$ cat src/rtl/regfile_wb_sched_if.sv
// Bus between the E/M write-back sources, the decode-stage hazard check and the
// register-file write port of regfile_wb_sched.
interface regfile_wb_sched_if #(
  parameter int AW = 4,
  parameter int DW = 32
);
  logic          flush;
  logic          e_valid;
  logic [AW-1:0] e_dst;
  logic [DW-1:0] e_data;
  logic          e_ready;
  logic          m_valid;
  logic [AW-1:0] m_dst;
  logic [DW-1:0] m_data;
  logic          m_ready;
  logic          wr_en;
  logic [AW-1:0] wr_dst;
  logic [DW-1:0] wr_data;
  logic [AW-1:0] rA;
  logic [AW-1:0] rB;
  logic          stall;
  logic          err_drop;

  modport master (
    output flush, e_valid, e_dst, e_data, m_valid, m_dst, m_data, rA, rB,
    input  e_ready, m_ready, wr_en, wr_dst, wr_data, stall, err_drop
  );

  modport slave (
    input  flush, e_valid, e_dst, e_data, m_valid, m_dst, m_data, rA, rB,
    output e_ready, m_ready, wr_en, wr_dst, wr_data, stall, err_drop
  );
endinterface

$ cat src/rtl/regfile_wb_sched.sv
// Write-back scheduler: one hold slot per source (E, M), one registered register-file
// write per cycle, M-first ordering on same-register conflicts, decode hazard flag.
//
// rr state | meaning
// PREF_M   | on a different-dst conflict, M is granted
// PREF_E   | on a different-dst conflict, E is granted
module regfile_wb_sched #(
  parameter int NREG = 8,
  parameter int AW   = 4,
  parameter int DW   = 32
) (
  input logic               clock,
  input logic               reset,
  regfile_wb_sched_if.slave bus
);
  typedef enum logic {PREF_M = 1'b0, PREF_E = 1'b1} pref_t;

  localparam logic [AW:0] NREG_W = (AW+1)'(NREG);

  pref_t         rr, rrNext;
  logic          hEVld, hEVldNext, hMVld, hMVldNext;
  logic [AW-1:0] hEDst, hEDstNext, hMDst, hMDstNext;
  logic [DW-1:0] hEData, hEDataNext, hMData, hMDataNext;
  logic          wrEn, wrEnNext, errDrop, errDropNext;
  logic [AW-1:0] wrDst, wrDstNext;
  logic [DW-1:0] wrData, wrDataNext;
  logic          grantE, grantM, eReady, mReady, eXfer, mXfer, eOk, mOk;

  always_ff @(posedge clock or posedge reset) begin
    if (reset) begin
      rr      <= PREF_M;
      hEVld   <= 1'b0;
      hEDst   <= '0;
      hEData  <= '0;
      hMVld   <= 1'b0;
      hMDst   <= '0;
      hMData  <= '0;
      wrEn    <= 1'b0;
      wrDst   <= '0;
      wrData  <= '0;
      errDrop <= 1'b0;
    end else begin
      rr      <= rrNext;
      hEVld   <= hEVldNext;
      hEDst   <= hEDstNext;
      hEData  <= hEDataNext;
      hMVld   <= hMVldNext;
      hMDst   <= hMDstNext;
      hMData  <= hMDataNext;
      wrEn    <= wrEnNext;
      wrDst   <= wrDstNext;
      wrData  <= wrDataNext;
      errDrop <= errDropNext;
    end
  end

  always_comb begin
    // M is the older instruction, so it wins any same-register conflict
    grantM = hMVld & (~hEVld | (hEDst == hMDst) | (rr == PREF_M));
    grantE = hEVld & ~grantM;

    eReady = ~bus.flush & (~hEVld | grantE);
    mReady = ~bus.flush & (~hMVld | grantM);
    eXfer  = bus.e_valid & eReady;
    mXfer  = bus.m_valid & mReady;
    eOk    = {1'b0, bus.e_dst} < NREG_W;
    mOk    = {1'b0, bus.m_dst} < NREG_W;

    rrNext      = rr;
    hEVldNext   = hEVld & ~grantE;
    hEDstNext   = hEDst;
    hEDataNext  = hEData;
    hMVldNext   = hMVld & ~grantM;
    hMDstNext   = hMDst;
    hMDataNext  = hMData;
    wrEnNext    = grantE | grantM;
    wrDstNext   = wrDst;
    wrDataNext  = wrData;
    errDropNext = errDrop | (eXfer & ~eOk) | (mXfer & ~mOk);

    if (grantM) begin
      wrDstNext  = hMDst;
      wrDataNext = hMData;
      rrNext     = PREF_E;
    end else if (grantE) begin
      wrDstNext  = hEDst;
      wrDataNext = hEData;
      rrNext     = PREF_M;
    end

    if (eXfer & eOk) begin
      hEVldNext  = 1'b1;
      hEDstNext  = bus.e_dst;
      hEDataNext = bus.e_data;
    end
    if (mXfer & mOk) begin
      hMVldNext  = 1'b1;
      hMDstNext  = bus.m_dst;
      hMDataNext = bus.m_data;
    end

    // flush squashes the pending grant too; write address/data simply hold
    if (bus.flush) begin
      hEVldNext  = 1'b0;
      hMVldNext  = 1'b0;
      wrEnNext   = 1'b0;
      wrDstNext  = wrDst;
      wrDataNext = wrData;
      rrNext     = rr;
    end
  end

  assign bus.e_ready  = eReady;
  assign bus.m_ready  = mReady;
  assign bus.wr_en    = wrEn;
  assign bus.wr_dst   = wrDst;
  assign bus.wr_data  = wrData;
  assign bus.err_drop = errDrop;
  assign bus.stall    = (hEVld & ((hEDst == bus.rA) | (hEDst == bus.rB))) |
                        (hMVld & ((hMDst == bus.rA) | (hMDst == bus.rB)));
endmodule

$ cat src/flat_wrapper.sv
// flat-port wrapper written by rule: the top's interface ports become plain ports
module regfile_wb_sched_flat 
#(
  parameter int NREG = 8,
  parameter int AW   = 4,
  parameter int DW   = 32
)
  (clock, reset, bus_flush, bus_e_valid, bus_e_dst, bus_e_data, bus_m_valid, bus_m_dst, bus_m_data, bus_rA, bus_rB, bus_e_ready, bus_m_ready, bus_wr_en, bus_wr_dst, bus_wr_data, bus_stall, bus_err_drop);
  regfile_wb_sched_if #(.AW(AW), .DW(DW)) bus_i ();
  input logic clock;
  input logic reset;
  input wire logic [$bits(bus_i.flush)-1:0] bus_flush;
  input wire logic [$bits(bus_i.e_valid)-1:0] bus_e_valid;
  input wire logic [$bits(bus_i.e_dst)-1:0] bus_e_dst;
  input wire logic [$bits(bus_i.e_data)-1:0] bus_e_data;
  input wire logic [$bits(bus_i.m_valid)-1:0] bus_m_valid;
  input wire logic [$bits(bus_i.m_dst)-1:0] bus_m_dst;
  input wire logic [$bits(bus_i.m_data)-1:0] bus_m_data;
  input wire logic [$bits(bus_i.rA)-1:0] bus_rA;
  input wire logic [$bits(bus_i.rB)-1:0] bus_rB;
  output wire logic [$bits(bus_i.e_ready)-1:0] bus_e_ready;
  output wire logic [$bits(bus_i.m_ready)-1:0] bus_m_ready;
  output wire logic [$bits(bus_i.wr_en)-1:0] bus_wr_en;
  output wire logic [$bits(bus_i.wr_dst)-1:0] bus_wr_dst;
  output wire logic [$bits(bus_i.wr_data)-1:0] bus_wr_data;
  output wire logic [$bits(bus_i.stall)-1:0] bus_stall;
  output wire logic [$bits(bus_i.err_drop)-1:0] bus_err_drop;
  assign bus_i.flush = bus_flush;
  assign bus_i.e_valid = bus_e_valid;
  assign bus_i.e_dst = bus_e_dst;
  assign bus_i.e_data = bus_e_data;
  assign bus_i.m_valid = bus_m_valid;
  assign bus_i.m_dst = bus_m_dst;
  assign bus_i.m_data = bus_m_data;
  assign bus_i.rA = bus_rA;
  assign bus_i.rB = bus_rB;
  assign bus_e_ready = bus_i.e_ready;
  assign bus_m_ready = bus_i.m_ready;
  assign bus_wr_en = bus_i.wr_en;
  assign bus_wr_dst = bus_i.wr_dst;
  assign bus_wr_data = bus_i.wr_data;
  assign bus_stall = bus_i.stall;
  assign bus_err_drop = bus_i.err_drop;
  regfile_wb_sched #(.NREG(NREG), .AW(AW), .DW(DW)) u_core (.clock(clock), .reset(reset), .bus(bus_i));
endmodule
$ cat config.mk
export PLATFORM = sky130hd
export DESIGN_NAME = regfile_wb_sched_flat
export DESIGN_NICKNAME = d
export VERILOG_FILES = /design/src/rtl/regfile_wb_sched_if.sv /design/src/rtl/regfile_wb_sched.sv /design/src/flat_wrapper.sv
export SDC_FILE = /design/constraint.sdc
export NUM_CORES = 1
export LEC_CHECK = 0
export BUFFER_PORTS_ARGS = -buffer_cell sky130_fd_sc_hd__clkbuf_2
export CORE_MARGIN = 2
export CORE_UTILIZATION = 35
export DETAILED_ROUTE_END_ITERATION = 8
export SYNTH_ARGS = -nofsm -noshare
export SYNTH_HDL_FRONTEND = slang
export SYNTH_SLANG_ARGS = --single-unit
$ cat constraint.sdc
create_clock -name clock -period 4.1 [get_ports clock]
set_input_delay 0.41 -clock clock [delete_from_list [all_inputs] [get_ports clock]]
set_output_delay 0.41 -clock clock [all_outputs]
set_load 0.1 [all_outputs]
# After elaboration in Yosys (flattened, before gate mapping)
# Cells that the tools add are included.
# classes
magnitude_cmp	2
n_eq_ne	5
n_mux	11
bitwise	32
reduce_logical	2
# ops
cell	count
32-bit 2-to-1 mux	2
4-bit == test	5
1-bit bitwise AND	14
1-bit OR	10
4-bit less-than comparator (second input constant)	2
4-bit 2-to-1 mux	2
1-bit inverter	8
1-bit 2-to-1 mux	7
2-bit AND reduction	1
2-bit nonzero test	1
# totals
ff_bits	113
output_inout_bits	41
word_cells	63

# Logic depth before layout (Yosys ltp)
# logic_depth
depth_word	12
mapped_depth	7

# Least setup slack after synthesis
# Ideal clock, no wire load.
# synth_timing
path_type	register -> output
startpoint	reg u_core.hMVld
endpoint	out bus_e_ready
arrival_time_ns	2.633
required_ns	3.690
setup_slack_ns	1.057
stages_incl_launch_ff	5
path_cell_list	dfrtp_1 clkbuf_1 clkbuf_1 clkbuf_1 a31oi_1
# synth_between
elab_chain_len	5
# synth_rtl
element	line_no	source
start: declaration	regfile_wb_sched.sv:21	logic hEVld, hEVldNext, hMVld, hMVldNext;
start signal: assignment	regfile_wb_sched.sv:47	hMVld <= hMVldNext;
1-bit bitwise AND	regfile_wb_sched.sv:59	grantM = hMVld & (~hEVld | (hEDst == hMDst) | (rr == PREF_M));
1-bit inverter	regfile_wb_sched.sv:60	grantE = hEVld & ~grantM;
1-bit bitwise AND	regfile_wb_sched.sv:60	
1-bit OR	regfile_wb_sched.sv:62	eReady = ~bus.flush & (~hEVld | grantE);
1-bit bitwise AND	regfile_wb_sched.sv:62	
end: declaration	flat_wrapper.sv:21	output wire logic [$bits(bus_i.e_ready)-1:0] bus_e_ready;
# Every way passes these cells.

# Worst setup path in the final report
# layout_timing
startpoint	reg u_core.hMDst[0]
endpoint	reg u_core.hMData[12]
# layout_between
elab_chain_len	8
# layout_rtl
element	line_no	source
start: declaration	regfile_wb_sched.sv:22	logic [AW-1:0] hEDst, hEDstNext, hMDst, hMDstNext;
start signal: assignment	regfile_wb_sched.sv:48	hMDst <= hMDstNext;
4-bit == test	regfile_wb_sched.sv:59	
1-bit OR (2 in series)	regfile_wb_sched.sv:59	
1-bit bitwise AND	regfile_wb_sched.sv:59	
1-bit OR	regfile_wb_sched.sv:63	mReady = ~bus.flush & (~hMVld | grantM);
1-bit bitwise AND	regfile_wb_sched.sv:63	
1-bit bitwise AND	regfile_wb_sched.sv:65	mXfer = bus.m_valid & mReady;
1-bit bitwise AND	regfile_wb_sched.sv:96	if (mXfer & mOk) begin
end signal: assignment	regfile_wb_sched.sv:49	hMData <= hMDataNext;
end: declaration	regfile_wb_sched.sv:23	logic [DW-1:0] hEData, hEDataNext, hMData, hMDataNext;
# Every way passes these cells.
# A chain may end at the register's enable or synchronous reset.

==> results.json <==
{
  "power_leakage_nw": 3.00,
  "cts_max_path_buffers": 2,
  "cts_resized": 0,
  "syn_avg_cell_area_um2": 12.3,
  "placeableCoreArea_um2": 14400,
  "rr_worst_depth": 4,
  "floorplan.die_area_um2": 15500,
  "avgRoutedWirePerCell_um": 17.6,
  "drc_errors": 0,
  "grt-ovfl-total": 0,
  "synth_cell_type_count": 34,
  "holdBufCountCts": 0,
  "synth_seq_cells": 113,
  "drv_slew": 0,
  "cts_sinks": 113,
  "drt_iter0_drc": 278,
  "cts-root-buf": "clkbuf_16",
  "start_util_pct": 35.3,
  "fmax_ghz": 0.358,
  "instances_no_fill": 732,
  "drive_above_1_share_pct": 38.5,
  "cts_buffers": 17,
  "worstPathRequired_ns": 4.39,
  "finalPower_mw": 4.21,
  "worstReg2RegStart": "u_core.hMDst[0]",
  "hold_path_class": "primary input to asynchronous set/reset pin",
  "syn-cell-area_um2": 5080,
  "vias": 3759,
  "fin_tns_setup_ns": 0,
  "critPathCaptureType": "flop",
  "fin_skew_ns": 0.00575,
  "met1_length_um": 5900,
  "syn2layout_area_growth_pct": 26.0,
  "post_cts.repair.setup_buffers": 0,
  "critPathArrivalTime_ns": 3.08,
  "regToRegEndpoint": "u_core.hMData[12]",
  "cts_htree_levels": 4,
  "finalCritPeriodShare_pct": 68.1,
  "setup_viol": 0,
  "ff2ff_setup_slack_ns": 1.31,
  "max_slew_margin_pct": 21.7,
  "worst_pin_slew_ns": 1.18,
  "synth-main-ff-cell": "dfrtp_1",
  "synth_cells": 414,
  "async_flop_share_pct": 100,
  "antenna_found_initial": 0,
  "ir_drop_v": 0.000301,
  "ys_warn_count": 0,
  "topRoutingLayerUsed": "met4",
  "maxCapViolations": 0,
  "port_buffers": 125,
  "io_pins": 126,
  "fp.dieW_um": 124,
  "dpl.cell_count": 702,
  "synth_edf_count": 0,
  "grt_max_degree": 59,
  "dr.pass1.iters": 4,
  "antenna_cells": 0,
  "status": "finished clean",
  "viasPerCell": 5.14,
  "ant_nets": 0,
  "clk_latency_ns": 0.41,
  "ys_seq_area_share_pct": 55.7,
  "hold_viol": 0,
  "wl_um": 12900,
  "cts_tree": "done",
  "powerDensity_nw_per_um2": 658,
  "final_nets": 622,
  "routabilityCongestion": 0.851,
  "finalCoreUtilization_pct": 44.5,
  "crit_fanout": 36,
  "wl_met3_um": 678,
  "dp_hpwl_um": 8390,
  "synth_nets": 499,
  "critPathLaunchType": "flop",
  "grt_pass1_vias": 3957,
  "rsz0062_at_grt": "false",
  "path_clk_slew_ns": 0.05,
  "grtUsageTotal_pct": 17.5,
  "grt_pass1_wl_um": 21000,
  "hold_ws_ns": 0.190,
  "crit_type": "flop to flop",
  "dieHeight_um": 124,
  "core.rowCount": 44,
  "wl_met2_um": 6060,
  "min_period_ns": 2.79
}
cells in the final DEF, fill, tap and decap left out, types with 12 or more instances in the layout:
cell	netlist	layout
a21oi_1	37	37
a31oi_1	37	37
clkbuf_16	0	17
clkbuf_2	0	125
dfrtp_1	113	112
mux2_1	29	29
mux2_2	12	12
mux2_4	29	29
nor2_1	38	38
o21ai_0	39	39
xor2_1	12	12
critical path, stage by stage, from the launching register on:
cell	delay, ns
dfrtp_1	0.44
xor2_1	0.26
o41a_1	0.51
or3_2	0.96
mux2_4	0.47
area by class of cell:
class / count / area [um2]
inverters: 5 / 21.3
well taps: 184 / 230
fillers: 1316 / 7970
repair buffers: 134 / 693
multi-input cells: 266 / 2070
flip-flops and latches: 113 / 2830
clock inverters: 6 / 55.1
clock buffers: 24 / 502
Yosys cell counts (2+ instances only):
library cell | instances | share of area (%)
xor2_1 | 12 | 2.1
mux2_1 | 29 | 6.4
mux2_4 | 29 | 8.6
o41a_1 | 2 | 0.44
dfrtp_1 | 113 | 56
o21ai_0 | 39 | 3.8
mux2_2 | 12 | 2.7
nand2b_1 | 2 | 0.25
nor2_1 | 38 | 2.8
and2_1 | 2 | 0.25
xnor2_1 | 8 | 1.4
nand3_1 | 2 | 0.20
buf_12 | 2 | 0.79
a31oi_1 | 37 | 4.6
inv_1 | 4 | 0.30
o22ai_1 | 2 | 0.25
a41oi_1 | 2 | 0.34
buf_6 | 4 | 0.89
a21oi_1 | 37 | 3.6
nor4_1 | 2 | 0.25
clkbuf_1 | 23 | 1.7
how the worst max path moves through the flow:
stage,end,startpoint,cells after the start
finish,u_core.hMData[12],u_core.hMDst[0],4
global route,u_core.hMData[14],u_core.hMDst[0],4
CTS,u_core.hMDst[0],u_core.hMDst[0],4
detailed placement,u_core.hMData[23],u_core.hMDst[0],4
global placement,u_core.hMData[9],u_core.hMDst[0],4
floorplan,u_core.bus.err_drop,reset,1
registers in the layout (all words and copies together) (netlist names):
signal,count
u_core.bus.wr_en,1
u_core.hEVld,1
u_core.hMData,32
u_core.rr,1
u_core.hMDst,4
u_core.bus.wr_data,32
u_core.bus.wr_dst,4
u_core.hMVld,1
u_core.hEDst,4
u_core.hEData,32
u_core.bus.err_drop,1
report_power, final:
part	total (mW)	switching, mW	internal (mW)
clock	1.37	0.474	0.899
combinational	1.34	1.02	0.324
sequential	1.50	0.147	1.35
through the flow:
| step | setup WS [ns] | instance area, um2 |
|---|---|---|
| 4_1_cts | 1.31 | 6400 |
| 3_5_place_dp | 1.32 | 5840 |
| 2_1_floorplan | 0.703 | 5080 |
| 5_1_grt | 1.18 | 6400 |
| 3_3_place_gp | 1.39 | 5840 |
| 6_report | 1.31 | 6400 |
routing by layer:
layer  GRT usage (%)  up-vias
met3            5.97       24
met1            23.2     1900
li1                -     1733
met4            6.81        0
met2            26.5      102
met5               0        -
cell families (layout without fill, tap and decap cells):
| family | Yosys count | count (layout) | share of synthesized area, % |
|---|---|---|---|
| xor+xnor | 20 | 20 | 3.45 |
| flops | 113 | 113 | 55.7 |
| mux | 70 | 70 | 17.7 |
| simple gates | 52 | 52 | 4.46 |
| compound gates | 124 | 124 | 14.7 |
| buf+inv | 35 | 169 | 4.04 |
(Power assumes the default switching activity.)
